## config.mk

```make
export PLATFORM = sky130hd
export DESIGN_NAME = mips_boot_loader_flat
export DESIGN_NICKNAME = d
export VERILOG_FILES = /design/src/rtl/mips_boot_loader_if.sv /design/src/rtl/mips_boot_loader.sv /design/src/flat_wrapper.sv
export SDC_FILE = /design/constraint.sdc
export NUM_CORES = 1
export LEC_CHECK = 0
export BUFFER_PORTS_ARGS = -buffer_cell sky130_fd_sc_hd__buf_2
export CAP_MARGIN = 20
export CORE_UTILIZATION = 48
export DETAILED_ROUTE_END_ITERATION = 16
export PLACE_DENSITY = 0.79
export RECOVER_POWER = 25
export SYNTH_ARGS = -nofsm -noshare
export SYNTH_HDL_FRONTEND = slang
export SYNTH_SLANG_ARGS = --single-unit
```

## constraint.sdc

```tcl
create_clock -name clk -period 1.9 [get_ports clk]
set_input_delay 0.38 -clock clk [delete_from_list [all_inputs] [get_ports clk]]
set_output_delay 0.38 -clock clk [all_outputs]
set_load 0.05 [all_outputs]
```

## src/rtl/mips_boot_loader_if.sv

```systemverilog
// Load-image stream between a boot host and mips_boot_loader.
// Handshake: a word transfers on a rising edge where valid && ready are both 1;
// the master holds sel/addr/data/last stable while valid is high and ready is low.
interface mips_boot_loader_if #(
  parameter int DATA_WIDTH = 32,
  parameter int LD_ADDR_W  = 10
) ();
  logic                  valid;
  logic                  ready;
  logic [1:0]            sel;
  logic [LD_ADDR_W-1:0]  addr;
  logic [DATA_WIDTH-1:0] data;
  logic                  last;

  modport master (output valid, sel, addr, data, last, input ready);
  modport slave  (input valid, sel, addr, data, last, output ready);
endinterface

```

## src/rtl/mips_boot_loader.sv

```systemverilog
// Boot sequencer for MIPS_core: holds the core in reset, zero-fills IMEM/DMEM/RF,
// loads an image from a valid/ready stream, then releases the core after a delay.
module mips_boot_loader #(
  parameter int DATA_WIDTH     = 32,
  parameter int IMEM_DEPTH     = 512,
  parameter int DMEM_DEPTH     = 1024,
  parameter int RF_DEPTH       = 32,
  parameter int LD_ADDR_W      = 10,
  parameter int RELEASE_CYCLES = 4,
  parameter int AUTO_START     = 1
) (
  input  logic                          clk,
  input  logic                          rst,
  input  logic                          start,
  mips_boot_loader_if.slave             ld,
  output logic                          imem_we,
  output logic [$clog2(IMEM_DEPTH)-1:0] imem_addr,
  output logic [DATA_WIDTH-1:0]         imem_wdata,
  output logic                          dmem_we,
  output logic [$clog2(DMEM_DEPTH)-1:0] dmem_addr,
  output logic [DATA_WIDTH-1:0]         dmem_wdata,
  output logic                          rf_we,
  output logic [$clog2(RF_DEPTH)-1:0]   rf_addr,
  output logic [DATA_WIDTH-1:0]         rf_wdata,
  output logic                          core_rst,
  output logic                          done,
  output logic                          err,
  output logic [2:0]                    state_dbg
);

  localparam int IMEM_AW = $clog2(IMEM_DEPTH);
  localparam int DMEM_AW = $clog2(DMEM_DEPTH);
  localparam int RF_AW   = $clog2(RF_DEPTH);
  localparam int MAXD_ID = (IMEM_DEPTH > DMEM_DEPTH) ? IMEM_DEPTH : DMEM_DEPTH;
  localparam int MAXD    = (MAXD_ID > RF_DEPTH) ? MAXD_ID : RF_DEPTH;
  localparam int CW      = (MAXD > 1) ? $clog2(MAXD) : 1;
  localparam int HW      = $clog2(RELEASE_CYCLES + 1);

  typedef enum logic [2:0] {
    S_IDLE  = 3'd0,
    S_CLEAR = 3'd1,
    S_LOAD  = 3'd2,
    S_HOLD  = 3'd3,
    S_RUN   = 3'd4
  } state_t;

  state_t                state, state_n;
  logic [CW-1:0]         cnt, cnt_n;
  logic [HW-1:0]         hold_cnt, hold_cnt_n;
  logic [CW-1:0]         clear_c;
  logic                  clear_en;
  logic                  hs;
  logic [LD_ADDR_W-1:0]  addr_q;

  logic                  ready_n, core_rst_n, done_n, err_n;
  logic                  imem_we_n, dmem_we_n, rf_we_n;
  logic [IMEM_AW-1:0]    imem_addr_n;
  logic [DMEM_AW-1:0]    dmem_addr_n;
  logic [RF_AW-1:0]      rf_addr_n;
  logic [DATA_WIDTH-1:0] imem_wdata_n, dmem_wdata_n, rf_wdata_n;

  assign addr_q    = ld.addr;
  assign hs        = (state == S_LOAD) && ld.valid && ld.ready;
  assign state_dbg = state;

  // cnt always holds the address of the clear write currently on the ports,
  // so the last clear write and the rise of ready land in consecutive cycles.
  always_comb begin
    state_n      = state;
    cnt_n        = cnt;
    hold_cnt_n   = hold_cnt;
    ready_n      = 1'b0;
    core_rst_n   = 1'b1;
    done_n       = 1'b0;
    err_n        = err;
    clear_en     = 1'b0;
    clear_c      = '0;
    imem_we_n    = 1'b0;
    imem_addr_n  = '0;
    imem_wdata_n = '0;
    dmem_we_n    = 1'b0;
    dmem_addr_n  = '0;
    dmem_wdata_n = '0;
    rf_we_n      = 1'b0;
    rf_addr_n    = '0;
    rf_wdata_n   = '0;

    unique case (state)
      S_IDLE: begin
        if ((AUTO_START != 0) || start) begin
          state_n  = S_CLEAR;
          cnt_n    = '0;
          clear_en = 1'b1;
          clear_c  = '0;
        end
      end
      S_CLEAR: begin
        if (32'(cnt) == MAXD - 1) begin
          state_n = S_LOAD;
          ready_n = 1'b1;
        end else begin
          cnt_n    = cnt + CW'(1);
          clear_en = 1'b1;
          clear_c  = cnt + CW'(1);
        end
      end
      S_LOAD: begin
        ready_n = 1'b1;
        if (hs) begin
          case (ld.sel)
            2'd0: begin
              if (32'(addr_q) < IMEM_DEPTH) begin
                imem_we_n    = 1'b1;
                imem_addr_n  = addr_q[IMEM_AW-1:0];
                imem_wdata_n = ld.data;
              end else begin
                err_n = 1'b1;
              end
            end
            2'd1: begin
              if (32'(addr_q) < DMEM_DEPTH) begin
                dmem_we_n    = 1'b1;
                dmem_addr_n  = addr_q[DMEM_AW-1:0];
                dmem_wdata_n = ld.data;
              end else begin
                err_n = 1'b1;
              end
            end
            2'd2: begin
              if (32'(addr_q) < RF_DEPTH) begin
                rf_we_n    = 1'b1;
                rf_addr_n  = addr_q[RF_AW-1:0];
                rf_wdata_n = ld.data;
              end else begin
                err_n = 1'b1;
              end
            end
            default: err_n = 1'b1;
          endcase
          // A dropped word still ends the image if it carries last.
          if (ld.last) begin
            state_n    = S_HOLD;
            ready_n    = 1'b0;
            hold_cnt_n = '0;
          end
        end
      end
      S_HOLD: begin
        if (32'(hold_cnt) == RELEASE_CYCLES - 1) begin
          state_n    = S_RUN;
          core_rst_n = 1'b0;
          done_n     = 1'b1;
        end else begin
          hold_cnt_n = hold_cnt + HW'(1);
        end
      end
      S_RUN: begin
        core_rst_n = 1'b0;
        done_n     = 1'b1;
      end
      default: state_n = S_IDLE;
    endcase

    if (clear_en) begin
      if (32'(clear_c) < IMEM_DEPTH) begin
        imem_we_n   = 1'b1;
        imem_addr_n = clear_c[IMEM_AW-1:0];
      end
      if (32'(clear_c) < DMEM_DEPTH) begin
        dmem_we_n   = 1'b1;
        dmem_addr_n = clear_c[DMEM_AW-1:0];
      end
      if (32'(clear_c) < RF_DEPTH) begin
        rf_we_n   = 1'b1;
        rf_addr_n = clear_c[RF_AW-1:0];
      end
    end
  end

  always_ff @(posedge clk) begin
    if (rst) begin
      state      <= S_IDLE;
      cnt        <= '0;
      hold_cnt   <= '0;
      ld.ready   <= 1'b0;
      core_rst   <= 1'b1;
      done       <= 1'b0;
      err        <= 1'b0;
      imem_we    <= 1'b0;
      imem_addr  <= '0;
      imem_wdata <= '0;
      dmem_we    <= 1'b0;
      dmem_addr  <= '0;
      dmem_wdata <= '0;
      rf_we      <= 1'b0;
      rf_addr    <= '0;
      rf_wdata   <= '0;
    end else begin
      state      <= state_n;
      cnt        <= cnt_n;
      hold_cnt   <= hold_cnt_n;
      ld.ready   <= ready_n;
      core_rst   <= core_rst_n;
      done       <= done_n;
      err        <= err_n;
      imem_we    <= imem_we_n;
      imem_addr  <= imem_addr_n;
      imem_wdata <= imem_wdata_n;
      dmem_we    <= dmem_we_n;
      dmem_addr  <= dmem_addr_n;
      dmem_wdata <= dmem_wdata_n;
      rf_we      <= rf_we_n;
      rf_addr    <= rf_addr_n;
      rf_wdata   <= rf_wdata_n;
    end
  end

endmodule

```

## src/flat_wrapper.sv

```systemverilog
// flat-port wrapper written by rule: the top's interface ports become plain ports
module mips_boot_loader_flat 
#(
  parameter int DATA_WIDTH     = 32,
  parameter int IMEM_DEPTH     = 512,
  parameter int DMEM_DEPTH     = 1024,
  parameter int RF_DEPTH       = 32,
  parameter int LD_ADDR_W      = 10,
  parameter int RELEASE_CYCLES = 4,
  parameter int AUTO_START     = 1
)
  (clk, rst, start, imem_we, imem_addr, imem_wdata, dmem_we, dmem_addr, dmem_wdata, rf_we, rf_addr, rf_wdata, core_rst, done, err, state_dbg, ld_valid, ld_sel, ld_addr, ld_data, ld_last, ld_ready);
  mips_boot_loader_if #(.DATA_WIDTH(DATA_WIDTH), .LD_ADDR_W(LD_ADDR_W)) ld_i ();
  input  logic clk;
  input  logic rst;
  input  logic start;
  output logic imem_we;
  output logic [$clog2(IMEM_DEPTH)-1:0] imem_addr;
  output logic [DATA_WIDTH-1:0] imem_wdata;
  output logic dmem_we;
  output logic [$clog2(DMEM_DEPTH)-1:0] dmem_addr;
  output logic [DATA_WIDTH-1:0] dmem_wdata;
  output logic rf_we;
  output logic [$clog2(RF_DEPTH)-1:0] rf_addr;
  output logic [DATA_WIDTH-1:0] rf_wdata;
  output logic core_rst;
  output logic done;
  output logic err;
  output logic [2:0] state_dbg;
  input wire logic [$bits(ld_i.valid)-1:0] ld_valid;
  input wire logic [$bits(ld_i.sel)-1:0] ld_sel;
  input wire logic [$bits(ld_i.addr)-1:0] ld_addr;
  input wire logic [$bits(ld_i.data)-1:0] ld_data;
  input wire logic [$bits(ld_i.last)-1:0] ld_last;
  output wire logic [$bits(ld_i.ready)-1:0] ld_ready;
  assign ld_i.valid = ld_valid;
  assign ld_i.sel = ld_sel;
  assign ld_i.addr = ld_addr;
  assign ld_i.data = ld_data;
  assign ld_i.last = ld_last;
  assign ld_ready = ld_i.ready;
  mips_boot_loader #(.DATA_WIDTH(DATA_WIDTH), .IMEM_DEPTH(IMEM_DEPTH), .DMEM_DEPTH(DMEM_DEPTH), .RF_DEPTH(RF_DEPTH), .LD_ADDR_W(LD_ADDR_W), .RELEASE_CYCLES(RELEASE_CYCLES), .AUTO_START(AUTO_START)) u_core (.clk(clk), .rst(rst), .start(start), .ld(ld_i), .imem_we(imem_we), .imem_addr(imem_addr), .imem_wdata(imem_wdata), .dmem_we(dmem_we), .dmem_addr(dmem_addr), .dmem_wdata(dmem_wdata), .rf_we(rf_we), .rf_addr(rf_addr), .rf_wdata(rf_wdata), .core_rst(core_rst), .done(done), .err(err), .state_dbg(state_dbg));
endmodule
```

==> run summary <==
The flow ran to the end, and the final reports show no timing, DRC or antenna violations. The core region is 0.00933 mm^2. Kind of critical path: reg -> reg. The clock reaches the later pin of the worst-skew pair after 0.50 ns. The actual slew at the worst max-slew pin works out to 0.653 ns. The largest delay contributor family on the critical path is simple AND/OR/NAND/NOR gates.

The Yosys warning count was 0. Pin placement for this block handled 179 I/O pins. The share of final-layout standard cells stronger than drive strength 1 was 28.6%. Derived from the worst setup path, the maximum achievable clock frequency is 553 MHz. The final count of hold timing violations was 0; the tightest slew margin relative to the limit was 56.7%. STA classifies the critical path startpoint as a flop. The completed layout was analyzed and its total power is 0.00650 W. The library cell used most frequently in the layout, excluding fill and tap cells, is sky130_fd_sc_hd__dfxtp_1.

The synthesized netlist occupies a cell area of 0.00467 mm^2. The data required time at the worst endpoint was 2.33 ns; the number of antenna cells inserted was 0. For the number of buffers added for setup after CTS, the log shows 0. Buffers inserted to repair hold after CTS numbered 0.

Fill cells in the final layout number 750. The first global-routing pass estimated 17200 um of wire. The wire-length estimate of the detail-placed layout is 7890 um. After clock tree synthesis, the clock-pin slew on the worst setup and hold paths is 0.06 ns. After synthesis, the largest area contributor takes up 61.3% of total cell area.

The routed wire length was 11400 um; the worst clock skew was 0.00570 ns. The final RePlAce weighted congestion is 0.841. The worst register-to-register path has a depth of 6. Along the worst path, the maximum fanout reaches 32. The largest individual stage delay along the critical path comes from the cell sky130_fd_sc_hd__dfxtp_1. The tools report the cell at the root of the clock tree as sky130_fd_sc_hd__clkbuf_8. The H-tree was split into 4 levels.

For the number of rows created at floorplan, the log shows 35. Setup violations remaining at the end of the flow were counted as 0. The beginning of the worst hold path is ld_data[22].

At the worst endpoint, the arrival time is 2.24 ns. The die height came out at 101 um. The flip-flop and latch count after synthesis is 143, and the chip width is 101 um. In this run the critical register-to-register path is captured at u_core.dmem_wdata[2]. In this run the static leakage power is 2.84 nW. The floorplan step defined a die boundary enclosing 0.0101 mm^2.

TritonCTS built the clock tree. Count of buffer and inverter cells on the critical path: 1. The longest individual stage delay on the worst path is 0.44 ns. Cell depth of the worst min-delay path: 2. The number of clock buffers inserted by TritonCTS is 17. The tool flagged a number of max-cap violations equal to 0. The critical path goes through nor3b_4 -> nand3_2 -> nor3b_2 -> and2b_1 -> buf_12 -> and2_1. Yosys attributes the largest share of cell area to sky130_fd_sc_hd__dfxtp_1, sky130_fd_sc_hd__and2_1, sky130_fd_sc_hd__nand2_1. The tools report the final-report max-slew violation count as 0.

After detailed routing, the number of vias per cell comes to 4.88. Setup repair after global routing could not meet its margin everywhere. The synthesized netlist net count is 498, and the fraction of the cycle the final worst path needs is 95.3%.

The launch point of the worst reg-to-reg path is u_core.state_dbg[1]. For this run, the register share of the synthesized area comes to 61.3%. The first detailed-routing pass took 6 iterations. The path with the worst hold slack has its endpoint at u_core.rf_wdata[22].

Yosys mapped a number of flops with a built-in enable equal to 0. Counting distinct cell types in the post-synthesis netlist gives 46. The number of antenna violations at the first check in global routing was 0; the pin count of the biggest net entering global routing was 34. Dividing the detail-routed wire length by the instance count gives 14.5 um. After synthesis, the mean cell area works out to 10.5 um^2.

For this configuration, the core starts out at a cell density of 50.1%. In this run the power density over the cells is 1020 mW/mm^2. In this run the register-to-register setup slack is 0.09 ns. During placement, the flow inserted port buffers numbering 177.

Across the VDD grid, the largest voltage drop is 0.506 mV. The global route total overflow is 0, and the residual DRC count is 0. The tools report the capturing element type of the critical path as a flop. The clock drives 143 sinks.

For the finished layout, the period the worst path requires is 1.81 ns. The type of the most critical hold path was in -> reg. The cell count after synthesis was 446; the synthesis-to-finish area growth was 35.9%.

The final layout contains 693 nets. In the final timing run, aggregate negative setup slack is 0 ns. The tools report the overall via count from detail_route as 3820.

After synthesis, the share of flip-flops with an asynchronous set or reset is 0%. The most used flip-flop cell after synthesis is sky130_fd_sc_hd__dfxtp_1. The top cell types in the final layout, fill and taps aside, are sky130_fd_sc_hd__dfxtp_1, sky130_fd_sc_hd__buf_2, sky130_fd_sc_hd__and2_1. The clock tree buffer depth was 2; the final core area utilization was 68.1%. The logs give 151 for the number of DRC violations after detailed-routing iteration 0 and 0 for the post-route antenna net violation count. In the global route stage, overall resource usage came out at 22.4%.

Biggest area consumer among synthesized cells: sky130_fd_sc_hd__dfxtp_1. The number of global-route vias before repair came out at 3572.
==> repair_timing <==
item | CTS | global route
endpoints found under the setup margin | 0 | 44
hold endpoints to repair | 0 | 0
resized for setup | 0 | 6
==> synthesized netlist by cell type, types with 2 or more instances <==
master / instances
sky130_fd_sc_hd__a21oi_1: 28
sky130_fd_sc_hd__a22oi_1: 8
sky130_fd_sc_hd__a32oi_1: 5
sky130_fd_sc_hd__and2_1: 99
sky130_fd_sc_hd__and2b_1: 2
sky130_fd_sc_hd__and3_1: 2
sky130_fd_sc_hd__and4_1: 2
sky130_fd_sc_hd__buf_2: 10
sky130_fd_sc_hd__buf_4: 7
sky130_fd_sc_hd__clkbuf_1: 5
sky130_fd_sc_hd__clkbuf_2: 4
sky130_fd_sc_hd__dfxtp_1: 143
sky130_fd_sc_hd__ha_1: 3
sky130_fd_sc_hd__inv_1: 6
sky130_fd_sc_hd__nand2_1: 40
sky130_fd_sc_hd__nand2b_1: 4
sky130_fd_sc_hd__nand3_1: 5
sky130_fd_sc_hd__nand4_1: 5
sky130_fd_sc_hd__nor2_1: 24
sky130_fd_sc_hd__nor3_1: 3
sky130_fd_sc_hd__nor3b_2: 3
sky130_fd_sc_hd__nor4_1: 3
sky130_fd_sc_hd__o21ai_0: 3
sky130_fd_sc_hd__or3_1: 3
sky130_fd_sc_hd__xnor2_1: 4
sky130_fd_sc_hd__xor2_1: 5
==> sequential cells by signal, summed over array words and instances, names as in the netlist, 3 cells and up <==
signal             count
u_core.dmem_wdata     32
u_core.imem_wdata     32
u_core.rf_wdata       32
u_core.cnt            10
u_core.dmem_addr      10
u_core.imem_addr       9
u_core.rf_addr         5
u_core.hold_cnt        3
u_core.state_dbg       3
==> report_power, final <==
part           leakage [nW]  switching, W  internal (W)
Clock                 0.285       0.00123       0.00204
Combinational          1.40      0.000131     0.0000770
Sequential             1.15    0.00000861       0.00301
Total                  2.84       0.00137       0.00513
==> stage by stage <==
| stage | setup WS (ns) | std cells | instance area [um^2] | hold slack, ns |
|---|---|---|---|---|
| floorplan | 0.0602 | 446 | 4670 | 0.432 |
| global placement | -0.0254 | 751 | 5810 | 0.438 |
| detailed placement | -0.0685 | 751 | 5810 | 0.457 |
| CTS | 0.0648 | 782 | 6400 | 0.0754 |
| global route | -0.0328 | 782 | 6350 | 0.0782 |
| finish | 0.0901 | 782 | 6350 | 0.0990 |
==> worst max path at each step <==
stage	endpoint	start	cells past startpoint
after floorplan	u_core.rf_wdata[11]	u_core.state_dbg[1]	6
after global placement	u_core.rf_wdata[20]	ld_addr[6]	7
after detailed placement	u_core.rf_wdata[12]	ld_addr[6]	7
after CTS	u_core.cnt[5]	u_core.cnt[8]	5
after global routing	u_core.rf_addr[0]	u_core.state_dbg[1]	6
final	u_core.dmem_wdata[2]	u_core.state_dbg[1]	6
==> routing by layer <==
layer  up-vias  part of all wire (%)  track usage [%]
met5         -                     0                0
met2       160                    51             40.8
met4         0                   1.2             8.81
met3        13                   6.6             6.03
li1       1857                     -                -
met1      1790                    41             24.7
==> logic make-up after synthesis <==
kind of cell / count (synthesis) / synth area share (%)
buffers and inverters: 32 / 3.51
multiplexers: 1 / 0.214
XOR/XNOR: 9 / 1.69
AND/OR/NAND/NOR: 203 / 24.7
AO/OA/AOI/OAI: 55 / 7.82
adder cells (fa/ha/maj): 3 / 0.804
flip-flops: 143 / 61.3
==> area by class of cell <==
cell class / instances / area (um^2) / area share (%)
Timing Repair Buffer: 202 / 1030 / 16.2
Multi-Input combinational cell: 271 / 1680 / 26.4
Inverter: 6 / 22.5 / 0.355
Sequential cell: 143 / 2870 / 45.1
Clock inverter: 12 / 159 / 2.50
Clock buffer: 19 / 432 / 6.80
Tap cell: 129 / 161 / 2.54
(Power assumes the default switching activity.)
